## src/rtl/regfile_wb_arbiter_pkg.sv

```systemverilog
// Shared types and constants for the register-file write-back arbiter.
// Widths here describe the default 32x32 register file.
package regfile_wb_pkg;
    localparam int RF_ADDR_W = 5;
    localparam int RF_DATA_W = 32;
    localparam int NUM_REGS  = 2 ** RF_ADDR_W;
    localparam int REG_ZERO  = 0;

    typedef logic [RF_ADDR_W-1:0] reg_addr_t;

    typedef struct packed {
        logic                 valid;
        reg_addr_t            addr;
        logic [RF_DATA_W-1:0] data;
    } wb_req_t;
endpackage

```

## src/rtl/regfile_wb_arbiter_rr.sv

```systemverilog
// Round-robin arbiter: first set request at or after ptr (wrapping) wins.
// Outputs a one-hot grant plus its binary index; no grant when en=0.
module rr_arbiter #(
    parameter int N  = 3,
    parameter int IW = (N > 1) ? $clog2(N) : 1
) (
    input  logic [N-1:0]  req,
    input  logic [IW-1:0] ptr,
    input  logic          en,
    output logic [N-1:0]  gnt,
    output logic [IW-1:0] gnt_idx
);
    int   idx;
    logic found;

    always_comb begin
        gnt     = '0;
        gnt_idx = '0;
        found   = 1'b0;
        idx     = 0;
        for (int k = 0; k < N; k++) begin
            idx = (int'(ptr) + k) % N;
            if (en && !found && req[idx]) begin
                found    = 1'b1;
                gnt[idx] = 1'b1;
                gnt_idx  = IW'(idx);
            end
        end
    end
endmodule

```

## src/rtl/regfile_wb_arbiter.sv

```systemverilog
// Shares the register file write port among NUM_REQ write-back producers and
// keeps a per-register pending scoreboard for operand hazard detection.
module regfile_wb_arbiter
    import regfile_wb_pkg::*;
#(
    parameter int NUM_REQ = 3,
    parameter int DATA_W  = 32,
    parameter int ADDR_W  = 5
) (
    input  logic                      clk,
    input  logic                      reset,
    input  logic                      hold,
    input  logic [NUM_REQ-1:0]        req_valid,
    output logic [NUM_REQ-1:0]        req_ready,
    input  logic [NUM_REQ*ADDR_W-1:0] req_addr,
    input  logic [NUM_REQ*DATA_W-1:0] req_data,
    output logic                      rf_we,
    output logic [ADDR_W-1:0]         rf_w_addr,
    output logic [DATA_W-1:0]         rf_write_data,
    input  logic                      claim_valid,
    input  logic [ADDR_W-1:0]         claim_addr,
    output logic                      claim_ready,
    input  logic [ADDR_W-1:0]         chk_addr_1,
    input  logic [ADDR_W-1:0]         chk_addr_2,
    output logic                      hazard_1,
    output logic                      hazard_2,
    output logic [2**ADDR_W-1:0]      pending
);
    localparam int PTR_W = $clog2(NUM_REQ);
    localparam logic [ADDR_W-1:0] ZERO_ADDR = ADDR_W'(REG_ZERO);

    logic [ADDR_W-1:0]     addr_arr [NUM_REQ];
    logic [DATA_W-1:0]     data_arr [NUM_REQ];
    logic [PTR_W-1:0]      rr_ptr_reg, rr_ptr_next, gnt_idx;
    logic                  xfer;
    logic                  rf_we_reg;
    logic [ADDR_W-1:0]     rf_w_addr_reg;
    logic [DATA_W-1:0]     rf_write_data_reg;
    logic [2**ADDR_W-1:0]  pending_reg, pending_next;

    for (genvar gi = 0; gi < NUM_REQ; gi++) begin : g_unpack
        assign addr_arr[gi] = req_addr[gi*ADDR_W +: ADDR_W];
        assign data_arr[gi] = req_data[gi*DATA_W +: DATA_W];
    end

    rr_arbiter #(.N(NUM_REQ), .IW(PTR_W)) u_arb (
        .req     (req_valid),
        .ptr     (rr_ptr_reg),
        .en      (!hold),
        .gnt     (req_ready),
        .gnt_idx (gnt_idx)
    );

    // A grant is only ever raised on a valid request, so any grant is a transfer.
    assign xfer        = |req_ready;
    assign rr_ptr_next = (int'(gnt_idx) == NUM_REQ - 1) ? '0 : gnt_idx + PTR_W'(1);

    assign claim_ready = claim_valid & ((claim_addr == ZERO_ADDR) | !pending_reg[claim_addr]);
    assign hazard_1    = (chk_addr_1 != ZERO_ADDR) & pending_reg[chk_addr_1];
    assign hazard_2    = (chk_addr_2 != ZERO_ADDR) & pending_reg[chk_addr_2];

    // Clear first, then set, so a claim landing on the committing register wins.
    always_comb begin
        pending_next = pending_reg;
        if (rf_we_reg)
            pending_next[rf_w_addr_reg] = 1'b0;
        if (claim_ready && claim_addr != ZERO_ADDR)
            pending_next[claim_addr] = 1'b1;
    end

    always_ff @(posedge clk or posedge reset) begin
        if (reset) begin
            rf_we_reg         <= 1'b0;
            rf_w_addr_reg     <= '0;
            rf_write_data_reg <= '0;
            rr_ptr_reg        <= '0;
            pending_reg       <= '0;
        end else begin
            pending_reg <= pending_next;
            if (xfer) begin
                rf_we_reg         <= (addr_arr[gnt_idx] != ZERO_ADDR);
                rf_w_addr_reg     <= addr_arr[gnt_idx];
                rf_write_data_reg <= data_arr[gnt_idx];
                rr_ptr_reg        <= rr_ptr_next;
            end else begin
                rf_we_reg <= 1'b0;
            end
        end
    end

    assign rf_we         = rf_we_reg;
    assign rf_w_addr     = rf_w_addr_reg;
    assign rf_write_data = rf_write_data_reg;
    assign pending       = pending_reg;
endmodule

```

## config.mk

```make
export PLATFORM = sky130hd
export DESIGN_NAME = regfile_wb_arbiter
export DESIGN_NICKNAME = d
export VERILOG_FILES = /design/src/rtl/regfile_wb_arbiter_pkg.sv /design/src/rtl/regfile_wb_arbiter_rr.sv /design/src/rtl/regfile_wb_arbiter.sv
export SDC_FILE = /design/constraint.sdc
export NUM_CORES = 1
export LEC_CHECK = 0
export ABC_CLOCK_PERIOD_IN_PS = 3400
export CELL_PAD_IN_SITES_DETAIL_PLACEMENT = 0
export CELL_PAD_IN_SITES_GLOBAL_PLACEMENT = 2
export CORE_MARGIN = 2
export CORE_UTILIZATION = 25
export DETAILED_ROUTE_END_ITERATION = 8
export HOLD_SLACK_MARGIN = 0.02
export PLACE_DENSITY_LB_ADDON = 0.1
export SLEW_MARGIN = 25
export SYNTH_ARGS = -nofsm -noshare
export SYNTH_HDL_FRONTEND = slang
export SYNTH_SLANG_ARGS = --single-unit
```

## constraint.sdc

```tcl
create_clock -name clk -period 3.4 [get_ports clk]
set_input_delay 0.68 -clock clk [delete_from_list [all_inputs] [get_ports clk]]
set_output_delay 0.68 -clock clk [all_outputs]
set_load 0.02 [all_outputs]
```

==> flow_metrics.tcl <==
set metrics [dict create \
    clkTransAtPathRegs_ps 60 \
    synth_top_family_by_area "multiplexers" \
    layout-drive-gt1-share_pct 14.8 \
    min_period_ps 3300 \
    yosys.area_share.simple_pct 11.0 \
    hp-start "rf_write_data[15]" \
    p_leak_nw 2.97 \
    synthesis.nets 603 \
    drtIter0Drc 177 \
    ant_nets 0 \
    grt_pass1_wl_mm 28.6 \
    ys_async_sr_fraction_pct 100 \
    p_int_mw 3.84 \
    yosys.cell_types.count 49 \
    routed_wirelength_mm 18.8 \
    hold_path.class "reg2reg" \
    cts_inserted_buffers 9 \
    dieArea_sq_mm 0.0205 \
    synth-xor-area-share_pct 0 \
    hold_end "rf_write_data[15]" \
    cts_buffer_depth 2 \
    dpl.hpwl_mm 14.4 \
    routabilityCongestion 0.888 \
    remaining_drc_errors 0 \
    grt_util_met2_pct 30.7 \
    max_freq_mhz 303 \
    drt_first_pass_iters 5 \
    rows 50 \
    required_ps 2720 \
    grt_max_degree 45 \
    clock_power_share_pct 15.6 \
    postSynthRegisterBits 72 \
    antenna_found_initial 0 \
    fin_nets 833 \
    skew_ps 7.02 \
    h-tree-depth 3 \
    ios 209 \
    final_util_pct 41.6 \
    setup_ws_ps 103 \
    rsz0062_at_grt "no" \
    drv_cap 0 \
    r2r-start "rr_ptr_reg[0]" \
    place_area_sq_mm 0.00749 \
    cp_data_arrival_time_ps 2620 \
    seqPwrFrac_pct 27.8 \
    port_buffers 208 \
    crit_start "chk_addr_1[0]" \
    synth_adder_area_share_pct 1.03 \
    final_hold_viol_count 0 \
    coreArea_sq_mm 0.0188 \
    met3_usage_pct 6.44 \
    synth_edf_count 0 \
    pre_cts_ws_ps -500 \
    power_density_mw_per_mm2 848 \
    post_cts_buffers 0 \
    syn-cell-area_sq_mm 0.00484 \
    routed_via_density 4.93 \
    worstReg2RegEnd "rf_write_data[22]" \
    switching_share_pct 42.2 \
    syn_inst 466 \
    ff2ff_setup_slack_ps 530 \
    worst-path-max-fanout 4 \
    yosys_warnings 0 \
    holdWs_ps 491 \
    clock-sinks 72 \
    cts_tree "yes" \
    grtUsageMet1_pct 22.4 \
    status "completed" \
    grt-ovfl-total 0 \
    die-width_um 143 \
    wire_per_inst_um 19.5 \
    fin_cells 961 \
    syn_avg_cell_area_sq_um 10.4 \
    areaGrowthSynthToFinish_pct 62.1 \
    rr_worst_depth 10 \
    post-route-period-util_pct 97.0 \
    synth-seq-area-share_pct 37.2 \
    p_comb_share_pct 56.6 \
    dp_cells 944 \
    worst_pin_slew_ps 525 \
    die_h_um 143 \
    design_area_sq_mm 0.00784 \
    synth_ff_type "dfrtp_1" \
    diodes 0 \
    synth_mux_area_share_pct 30.8 \
    cp-start-kind "primary input" \
    slew_viol_final 0 \
    worst_setup_path_end_kind "primary output" \
    ir_worst_vdd_uv 419 \
    clock_tree.root_cell "clkbuf_16" \
    top_usage_layer "met2" \
    start_util_pct 25.7 \
    worst_skew_pair.late_latency_ps 350 \
    synth_compound_area_share_pct 15.9 \
    min_path_cells 1 \
    slew-limit-headroom_pct 64.9 \
    setup_violations 0 \
    p_sw_mw 2.81 \
    path_class "in2out" \
    grt_pass1_vias 4898 \
    vias 4736 \
    grt_usage_pct 18.7 \
]
cells in the mapped netlist, types with 2 or more instances:
library cell | instances | area share [%]
o31ai_1 | 24 | 3.7
buf_1 | 6 | 0.47
nor3_1 | 2 | 0.21
a32oi_1 | 2 | 0.36
o21ai_1 | 10 | 1.0
o21a_1 | 2 | 0.31
nand2_1 | 16 | 1.2
mux2_1 | 37 | 8.6
nor2_1 | 44 | 3.4
or4_1 | 2 | 0.31
inv_1 | 11 | 0.85
dfrtp_1 | 72 | 37
mux2i_1 | 43 | 8.9
mux2_2 | 5 | 1.2
nand3b_1 | 5 | 0.78
a21oi_1 | 41 | 4.2
nand3_1 | 9 | 0.93
buf_2 | 9 | 0.93
clkbuf_1 | 15 | 1.2
or3_1 | 5 | 0.65
mux4_2 | 26 | 12
a21o_1 | 2 | 0.31
buf_6 | 2 | 0.47
nand2b_1 | 4 | 0.52
nor2b_1 | 8 | 1.0
o21ai_0 | 35 | 3.6
nand4_1 | 2 | 0.26
nor4_1 | 3 | 0.39
ha_1 | 4 | 1.0
power by group through the flow:
stage                     Clock (mW)  Combinational (mW)  Sequential [mW]
after floorplan                    0                1.67             2.11
after global placement             0                3.77             1.86
after detailed placement           0                3.81             1.86
after CTS                       1.07                3.81             1.85
after global routing            1.10                4.05             1.91
final                           1.04                3.76             1.85
per-stage QoR:
step / TNS [ps] / power [mW]
finish: 0 / 6.65
detailed placement: -2170 / 5.67
floorplan: 0 / 3.77
global route: 0 / 7.06
CTS: 0 / 6.73
global placement: -1690 / 5.63
worst max-delay path, stage by stage:
cell	delay [ps]
dlygate4sd2_1	270
bufbuf_16	280
mux4_2	480
mux4_2	470
mux2_2	280
buf_2	160
cell type report:
| cell class | count | area, sq um |
|---|---|---|
| inverters | 12 | 45.0 |
| clock buffers | 10 | 239 |
| clock inverters | 6 | 82.6 |
| fillers | 1838 | 11000 |
| repair buffers | 251 | 2480 |
| well taps | 260 | 325 |
| multi-input cells | 350 | 2870 |
| flip-flops and latches | 72 | 1800 |
cell usage in the layout, fill, tap and decap left out, types with 2 or more instances in the layout:
master / Yosys / final
nand3_1: 9 / 9
or3_1: 5 / 5
a21o_1: 2 / 2
clkbuf_16: 0 / 9
or4_1: 2 / 2
o21ai_1: 10 / 10
nand2b_1: 4 / 4
clkinv_2: 0 / 3
buf_2: 9 / 2
nor2_1: 44 / 44
bufinv_16: 0 / 2
o31ai_1: 24 / 24
dlygate4sd2_1: 0 / 6
mux2_1: 37 / 37
o21ai_0: 35 / 35
nand3b_1: 5 / 5
dfrtp_1: 72 / 72
clkdlybuf4s50_1: 0 / 199
nand4_1: 2 / 2
nor4_1: 3 / 3
mux2i_1: 43 / 43
ha_1: 4 / 4
buf_4: 0 / 37
o21a_1: 2 / 2
inv_2: 1 / 2
mux4_2: 26 / 26
inv_1: 11 / 10
a21oi_1: 41 / 40
buf_12: 0 / 5
mux2_2: 5 / 5
nor2b_1: 8 / 8
nand2_1: 16 / 16
timing repair:
action | 4_1_cts | 5_1_grt
setup endpoints to repair | 6 | 1
cloned | 1 | 0
pin swaps | 0 | 0
hold buffers | 0 | 0
gates resized for setup | 18 | 1
metal layers:
metal | wire length (um) | share of wire [%]
met5 | 0 | 0
met2 | 8940 | 48
met3 | 1790 | 9.5
met1 | 7610 | 41
met4 | 432 | 2.3
worst max-delay path by stage:
stage	endpoint	slack [ps]	cells after the start
detailed placement	claim_ready	-500	7
floorplan	claim_ready	270	7
global route	req_ready[0]	3	7
global placement	claim_ready	-450	7
CTS	hazard_1	100	6
finish	hazard_1	100	6
logic make-up after synthesis:
logic type,after synthesis
compound gates,129
simple gates,106
fa+ha+maj,4
mux,111
flops,72
buf+inv,44
Note: power is estimated with default switching activity, not from simulation.
